==> src/rtl/instruction_fetch.sv <==
// Fetch stage: owns the PC, issues one instruction-memory read at a time
// and hands each fetched word with its PC to decode; redirects squash.
module instruction_fetch #(
    parameter int unsigned            PC_WIDTH = 64,
    parameter logic [PC_WIDTH-1:0]    RESET_PC = '0
) (
    input  logic                clk,
    input  logic                reset,
    output logic                imem_req,
    output logic [PC_WIDTH-1:0] imem_addr,
    input  logic                imem_ready,
    input  logic                imem_rvalid,
    input  logic [31:0]         imem_rdata,
    output logic                if_valid,
    output logic [31:0]         if_instruction,
    output logic [PC_WIDTH-1:0] if_pc,
    input  logic                id_ready,
    input  logic                branch_taken,
    input  logic [PC_WIDTH-1:0] branch_target
);

    typedef enum logic [1:0] {
        S_REQ  = 2'd0,
        S_WAIT = 2'd1,
        S_HOLD = 2'd2
    } state_e;

    localparam logic [PC_WIDTH-1:0] ALIGN_MASK =
        ~{{(PC_WIDTH-2){1'b0}}, 2'b11};
    localparam logic [PC_WIDTH-1:0] PC_STEP = PC_WIDTH'(4);

    state_e              state_q, state_d;
    logic [PC_WIDTH-1:0] pc_q, pc_d;
    logic [PC_WIDTH-1:0] req_pc_q, req_pc_d;
    logic                discard_q, discard_d;
    logic [31:0]         instr_q, instr_d;
    logic [PC_WIDTH-1:0] if_pc_q, if_pc_d;

    logic [PC_WIDTH-1:0] target;
    logic                accept;

    // Redirect target is word aligned; low two bits of the request are dropped.
    assign target = branch_target & ALIGN_MASK;
    assign accept = imem_req && imem_ready;

    // Outputs come straight from state registers (reset only gates the request).
    assign imem_req       = (state_q == S_REQ) && !reset;
    assign imem_addr      = pc_q;
    assign if_valid       = (state_q == S_HOLD);
    assign if_instruction = instr_q;
    assign if_pc          = if_pc_q;

    // Next-state logic: a redirect always overrides the sequential PC update.
    always_comb begin
        state_d   = state_q;
        pc_d      = pc_q;
        req_pc_d  = req_pc_q;
        discard_d = discard_q;
        instr_d   = instr_q;
        if_pc_d   = if_pc_q;
        unique case (state_q)
            S_REQ: begin
                if (accept) begin
                    req_pc_d = pc_q;
                    state_d  = S_WAIT;
                    if (branch_taken) begin
                        pc_d      = target;
                        discard_d = 1'b1;
                    end
                end else if (branch_taken) begin
                    pc_d = target;
                end
            end
            S_WAIT: begin
                if (imem_rvalid) begin
                    if (branch_taken) begin
                        pc_d      = target;
                        discard_d = 1'b0;
                        state_d   = S_REQ;
                    end else if (discard_q) begin
                        discard_d = 1'b0;
                        state_d   = S_REQ;
                    end else begin
                        instr_d = imem_rdata;
                        if_pc_d = req_pc_q;
                        pc_d    = req_pc_q + PC_STEP;
                        state_d = S_HOLD;
                    end
                end else if (branch_taken) begin
                    pc_d      = target;
                    discard_d = 1'b1;
                end
            end
            S_HOLD: begin
                if (branch_taken) begin
                    pc_d    = target;
                    state_d = S_REQ;
                end else if (id_ready) begin
                    state_d = S_REQ;
                end
            end
            default: begin
                state_d = S_REQ;
            end
        endcase
    end

    // State register with synchronous reset; abandons any in-flight response.
    always_ff @(posedge clk) begin
        if (reset) begin
            state_q   <= S_REQ;
            pc_q      <= RESET_PC;
            req_pc_q  <= '0;
            discard_q <= 1'b0;
            instr_q   <= 32'h0;
            if_pc_q   <= '0;
        end else begin
            state_q   <= state_d;
            pc_q      <= pc_d;
            req_pc_q  <= req_pc_d;
            discard_q <= discard_d;
            instr_q   <= instr_d;
            if_pc_q   <= if_pc_d;
        end
    end

endmodule

==> config.mk <==
export PLATFORM = sky130hd
export DESIGN_NAME = instruction_fetch
export DESIGN_NICKNAME = d
export VERILOG_FILES = /design/src/rtl/instruction_fetch.sv
export SDC_FILE = /design/constraint.sdc
export NUM_CORES = 1
export LEC_CHECK = 0
export ABC_AREA = 1
export CORE_UTILIZATION = 35
export DETAILED_ROUTE_END_ITERATION = 7
export SYNTH_ARGS = -nofsm -noshare
export SYNTH_HDL_FRONTEND = slang
export SYNTH_SLANG_ARGS = --single-unit
export TNS_END_PERCENT = 30
==> constraint.sdc <==
create_clock -name clk -period 1.97 [get_ports clk]
set_input_delay 0.591 -clock clk [delete_from_list [all_inputs] [get_ports clk]]
set_output_delay 0.591 -clock clk [all_outputs]
set_load 0.005 [all_outputs]
Yosys cells after proc, flatten, opt, wreduce, memory -nomap -nowiden
Cells that the tools add are included.

Bits in registers: 227. Input bits: 102.

Add/subtract/negate cells: 1. Equal/unequal tests: 6. Multiplexer cells: 16. Bitwise operators: 2. Reductions and logical operators: 12.

Operators with widths (number): two-way mux 64 bit (4); case mux 64 bit (2 select lines) (1); adder 64 x 3 -> 64 bit (second input constant) (1); two-way mux 2 bit (6); case mux 2 bit (3 select lines) (1); AND reduction 2 bit (3); inequality test 2 bit (second input constant) (2); inequality test 4 bit (second input constant) (1); AND reduction 4 bit (1); nonzero test 2 bit (2); two-way mux 1 bit (3); inequality test 3 x 1 -> 1 bit (second input constant) (1); AND reduction 3 bit (1); equality test 2 x 1 -> 1 bit (second input constant) (1); equality test 2 bit (second input constant) (1); logical AND 1 bit (2); zero test 2 bit (1); NOT 1 bit (2); case mux 1 bit (2 select lines) (1); OR reduction 2 bit (1); zero test 1 bit (1).

Logic depth before layout (Yosys ltp)
Word-level depth: 5. Gate-level depth with buffers: 13.

Least setup slack after synthesis
Ideal clock, no wire load.

Path kind: input to register. From: in branch_taken. To: reg pc_q[33], in the netlist imem_addr[33]. Setup time: 0.116 ns. Arrival time: 1.633 ns. Setup slack: 0.221 ns. Stages on the path: 9. Path buffers: 3. Cell sequence: buf_2 nor2_4 nand2_2 o21ai_4 inv_2 buf_6 buf_2 o211ai_1 inv_1.

Word-level cells in the longest chain between the ends: 3. Elaborated cells between the ends (all ways): 6. Classes of those cells: 1 x eq/ne; 4 x mux; 1 x reduce/logical.

Ends and longest elaborated chain: from (decl) (RTL line 18) `input logic branch_taken,`; two-way mux 64 bit (on tied branches); two-way mux 64 bit (RTL line 75) `if (imem_rvalid) begin`; case mux 64 bit (2 select lines) (RTL line 61) `unique case (state_q)`; to (signal assigned) (RTL line 119) `pc_q <= pc_d;`; to (decl) (RTL line 33) `logic [PC_WIDTH-1:0] pc_q, pc_d;`.

Parallel ways exist; a longest one is shown, timed or not. A chain may end at the register's enable or synchronous reset.

Worst setup path after layout
From: reg if_pc_q[41], in the netlist if_pc[41]. To: out if_pc[41].

RTL lines: from (decl) (RTL line 37) `logic [PC_WIDTH-1:0] if_pc_q, if_pc_d;`; from (signal assigned) (RTL line 123) `if_pc_q <= if_pc_d;`; to (decl) (RTL line 16) `output logic [PC_WIDTH-1:0] if_pc,`.

No word-level cell between the ends.

==> results <==
- The power density of the placed cells is between 700 and 800 nW/µm².
- The clock root buffer master is sky130_fd_sc_hd__clkbuf_16.
- The flip-flop cell with the highest count after synthesis is sky130_fd_sc_hd__dfxtp_1.
- The clock reaches the later pin of the worst-skew pair after roughly 0.55 ns.
- The detail-routed via count per cell is slightly above 5.
- The share of the cycle needed by the critical path after routing is 0.990.
- The distinct cell type count of the synthesized netlist is 39.
- The TritonCTS clock tree is done.
- The diode insertion count for antenna repair is 0.
- The die covers ~32000 µm².
- Clock-pin slew was measured on the worst setup and hold paths at around 0.060 ns.
- The detailed router finished its first iteration with about 1100 violations.
- Along the worst hold path, the cell count comes to 2.
- The number of cells on the worst reg-to-reg path is 11.
- In the layout the commonest cells are sky130_fd_sc_hd__nand2_1 (345), sky130_fd_sc_hd__nor2_1 (215), sky130_fd_sc_hd__o21ai_0 (211).
- In this design, the stage delay of the slowest critical-path cell is 0.50 ns.
- For this run, design rule violations remaining after detail routing come to 0.
- Entering global routing, the biggest net connects 77 pins.
- Derived from the worst setup path, the maximum achievable clock frequency is 513 MHz.
- The worst pin sits at a relative slew slack of 0.646.
- The sequential-to-total area share from yosys stat is 0.410.
- Of the cells placed in the final design, the portion with a size suffix greater than 1 is 0.185.
- The area growth from synthesis to layout is 46.7%.
- The top cell type's share of synthesized area is 0.410.
- The number of placed instances, taps included, is around 2400.
- Summed over all cells, the static leakage comes to ~0.0073 µW.
- The arrival time of the worst setup path is around 1.4 ns.
- After floorplanning, the core was sized to cover 30900 µm².
- The flow ran to the end, and the final reports show no timing, DRC or antenna violations.
- The count of filler cells inserted in the layout is roughly 3100.
- The number of input and output port buffers inserted is about 260.
- The biggest fanout along the worst timing path is 2.
- The yosys synthesis warning count is 0.
- The wire length of the first global-routing pass is around 70000 µm.
- Across the VDD grid, the largest voltage drop is roughly 0.63 mV.
- The synthesized area divided by synthesized cell count is 6.72 µm².
- The kind of cell with the highest combined delay on the critical path is buffers and inverters.
- The setup slack on the worst flop-to-flop path is around 0.03 ns.
- Synthesis handed over a netlist of about 1700 instances.
- The highest metal layer carrying signal wires in the routed design is met4.
- Counting I/O delays and the setup requirement, the final critical path takes around 2.0 ns.
- Yosys attributes the largest share of cell area to sky130_fd_sc_hd__dfxtp_1 (41%), sky130_fd_sc_hd__nand2_1 (12%), sky130_fd_sc_hd__o21ai_0 (9.7%), sky130_fd_sc_hd__a21oi_1 (8.6%), sky130_fd_sc_hd__nor2_1 (7.6%).
- The completed layout was analyzed and its total power is around 12000 µW.
- Leaving out filler cells and counting taps, the final layout contains between 2000 and 2500.
- sky130_fd_sc_hd__dfxtp_1 takes more of the synthesized area than any other cell.
- The first detailed-routing pass took 8 iterations.
- The number of nets handed over by synthesis was roughly 1800.
- Measured along the y axis, the die boundary spans roughly 180 µm.
- In this run the number of cells on the critical path is 1.
- The library cell contributing the largest single delay on the critical path is sky130_fd_sc_hd__clkdlybuf4s50_1.
- The routed wire length is 45900 µm.
- Summing over every cut layer, the via total after detailed routing is around 13000.
- The all-layer global routing usage is 0.276.
- The launching element type of the critical path is a register.
- The sum of net half-perimeters after detailed placement is about 35000 µm.
- The TritonCTS sink count is approximately 230.
- The slew at the pin closest to its max-slew limit is 0.526 ns.
- The data required time at the worst endpoint is around 1.4 ns.
- STA classifies the critical path endpoint as an output pin.
- Summed over all nets, wire length on met3 after detailed routing comes to roughly 3500 µm.
- In this run the number of H-tree levels came out at 1.
- The amount of wire on met2 after detailed routing is ~20000 µm.
- The row count is 64.
- The remaining global-route overflow is 0.
- The most common cell after layout, fill and taps aside is sky130_fd_sc_hd__nand2_1.
- The routed length on met1 is about 21000 µm.
- Counting flops and latches in the post-synthesis netlist gives between 200 and 250.
- The number of max-slew violations in the final report was 0.
- The final hold violation count was 0.
- The share of flip-flops with an asynchronous set or reset is 0.
- The number of antenna violations at the first check in global routing is 0.
- The clock buffer count from CTS is 26.
- Traced cell by cell, the critical path runs through clkdlybuf4s50_1.
- The worst setup path is of the reg -> out kind.
- In this run the deepest clock path goes through 3 buffers.
- For the final database, setup skew stands at around 0.022 ns.
- The post-route cell area is about 16000 µm².
- The max-capacitance violation count is 0.
- The number of global-route vias before repair was roughly 12000.
- Buffers inserted to repair hold after CTS numbered 0.
- The average wire length per cell after detail routing is roughly 19 µm.
- The number of nets in the final layout is between 2000 and 2500.
- Once layout is complete, the utilization of the core stands at 0.527.
- Setup repair after global routing could not meet its margin everywhere.
- The post-synthesis cell area is ~11000 µm².
- Counting flops with a built-in enable in the synthesized netlist gives 0.
- The die boundary width is around 180 µm.
- The number of ports placed on the die boundary is approximately 260.
- The number of buffers and inverters on the critical path is 1.
- The number of endpoints failing setup at the final stage is 0.
- At the placement stage, the worst setup path has a slack of -0.493 ns.
- The number of antenna-violating nets in the routed design is 0.
- The min-delay analysis places its worst path in the category reg -> reg.
- The routability congestion estimate is approximately 0.96.
- The setup slack of the critical path after layout is about 0.019 ns.
- The initial core utilization is 0.359.
- In this run the cell area measured after placement is ~15000 µm².
worst paths after layout:
| check | to | start |
|---|---|---|
| max | if_pc[41] | if_pc[41] |
| min | req_pc_q[20] | imem_addr[20] |
| max reg2reg | imem_addr[56] | req_pc_q[9] |
| min reg2reg | req_pc_q[20] | imem_addr[20] |
cell families (layout without fill, tap and decap cells):
logic type | count (synthesis) | count (layout) | synth area share
AND/OR/NAND/NOR | 712 | 712 | 0.270
AO/OA/AOI/OAI | 480 | 480 | 0.228
flip-flops | 227 | 227 | 0.410
buffers and inverters | 219 | 595 | 0.0818
XOR/XNOR | 12 | 12 | 0.00947
adder cells (fa/ha/maj) | 1 | 1 | 0.00113
flip-flops by register name (all words and copies together) (netlist names):
signal / count
if_pc: 64
imem_addr: 64
req_pc_q: 64
if_instruction: 32
state_q: 2
discard_q: 1
cells in the mapped netlist, types with 12 or more instances:
| cell type | number |
|---|---|
| sky130_fd_sc_hd__a21oi_1 | 191 |
| sky130_fd_sc_hd__buf_2 | 44 |
| sky130_fd_sc_hd__clkbuf_1 | 42 |
| sky130_fd_sc_hd__dfxtp_1 | 227 |
| sky130_fd_sc_hd__inv_1 | 114 |
| sky130_fd_sc_hd__nand2_1 | 355 |
| sky130_fd_sc_hd__nand2_2 | 12 |
| sky130_fd_sc_hd__nand3_1 | 67 |
| sky130_fd_sc_hd__nand4_1 | 18 |
| sky130_fd_sc_hd__nor2_1 | 224 |
| sky130_fd_sc_hd__nor2_2 | 14 |
| sky130_fd_sc_hd__o21ai_0 | 215 |
| sky130_fd_sc_hd__o21ai_1 | 28 |
| sky130_fd_sc_hd__xor2_1 | 12 |
per-layer routing:
metal / global-route usage / vias to the layer above
li1: - / 6178
met1: 0.386 / 5848
met2: 0.445 / 481
met3: 0.0515 / 45
met4: 0.0485 / 0
met5: 0 / -
power breakdown:
| part | internal (µW) | total (µW) | switching [µW] |
|---|---|---|---|
| clock network | 2970 | 5050 | 2070 |
| logic | 707 | 1520 | 812 |
| registers | 4830 | 5070 | 233 |
| total | 8510 | 11600 | 3120 |
worst min-delay path, cell delays in order (launching register included):
cell and delay [ns]:
sky130_fd_sc_hd__dfxtp_1 0.32, sky130_fd_sc_hd__nand2_1 0.06, sky130_fd_sc_hd__nand2_1 0.04
area by class of cell:
| cell class | instances | area (µm²) | share of cell area |
|---|---|---|---|
| Clock buffer | 31 | 709 | 0.0436 |
| Clock inverter | 15 | 176 | 0.0108 |
| Inverter | 124 | 470 | 0.0289 |
| Multi-Input combinational cell | 1205 | 5870 | 0.360 |
| Sequential cell | 227 | 4650 | 0.286 |
| Tap cell | 396 | 495 | 0.0304 |
| Timing Repair Buffer | 425 | 3910 | 0.240 |
through the flow:
step                setup TNS [ns]  hold WS (ns)
floorplan                        0         0.455
global placement            -37.88         0.458
detailed placement          -45.35         0.467
CTS                        -0.0400         0.472
global route                -0.379         0.496
finish                           0         0.461
timing repair:
item                                    4_1_cts  5_1_grt
buffers inserted                              6        4
pin swaps                                     3       15
gates resized for setup                     220       83
endpoints found under the setup margin      153       54
(Power assumes the default switching activity.)
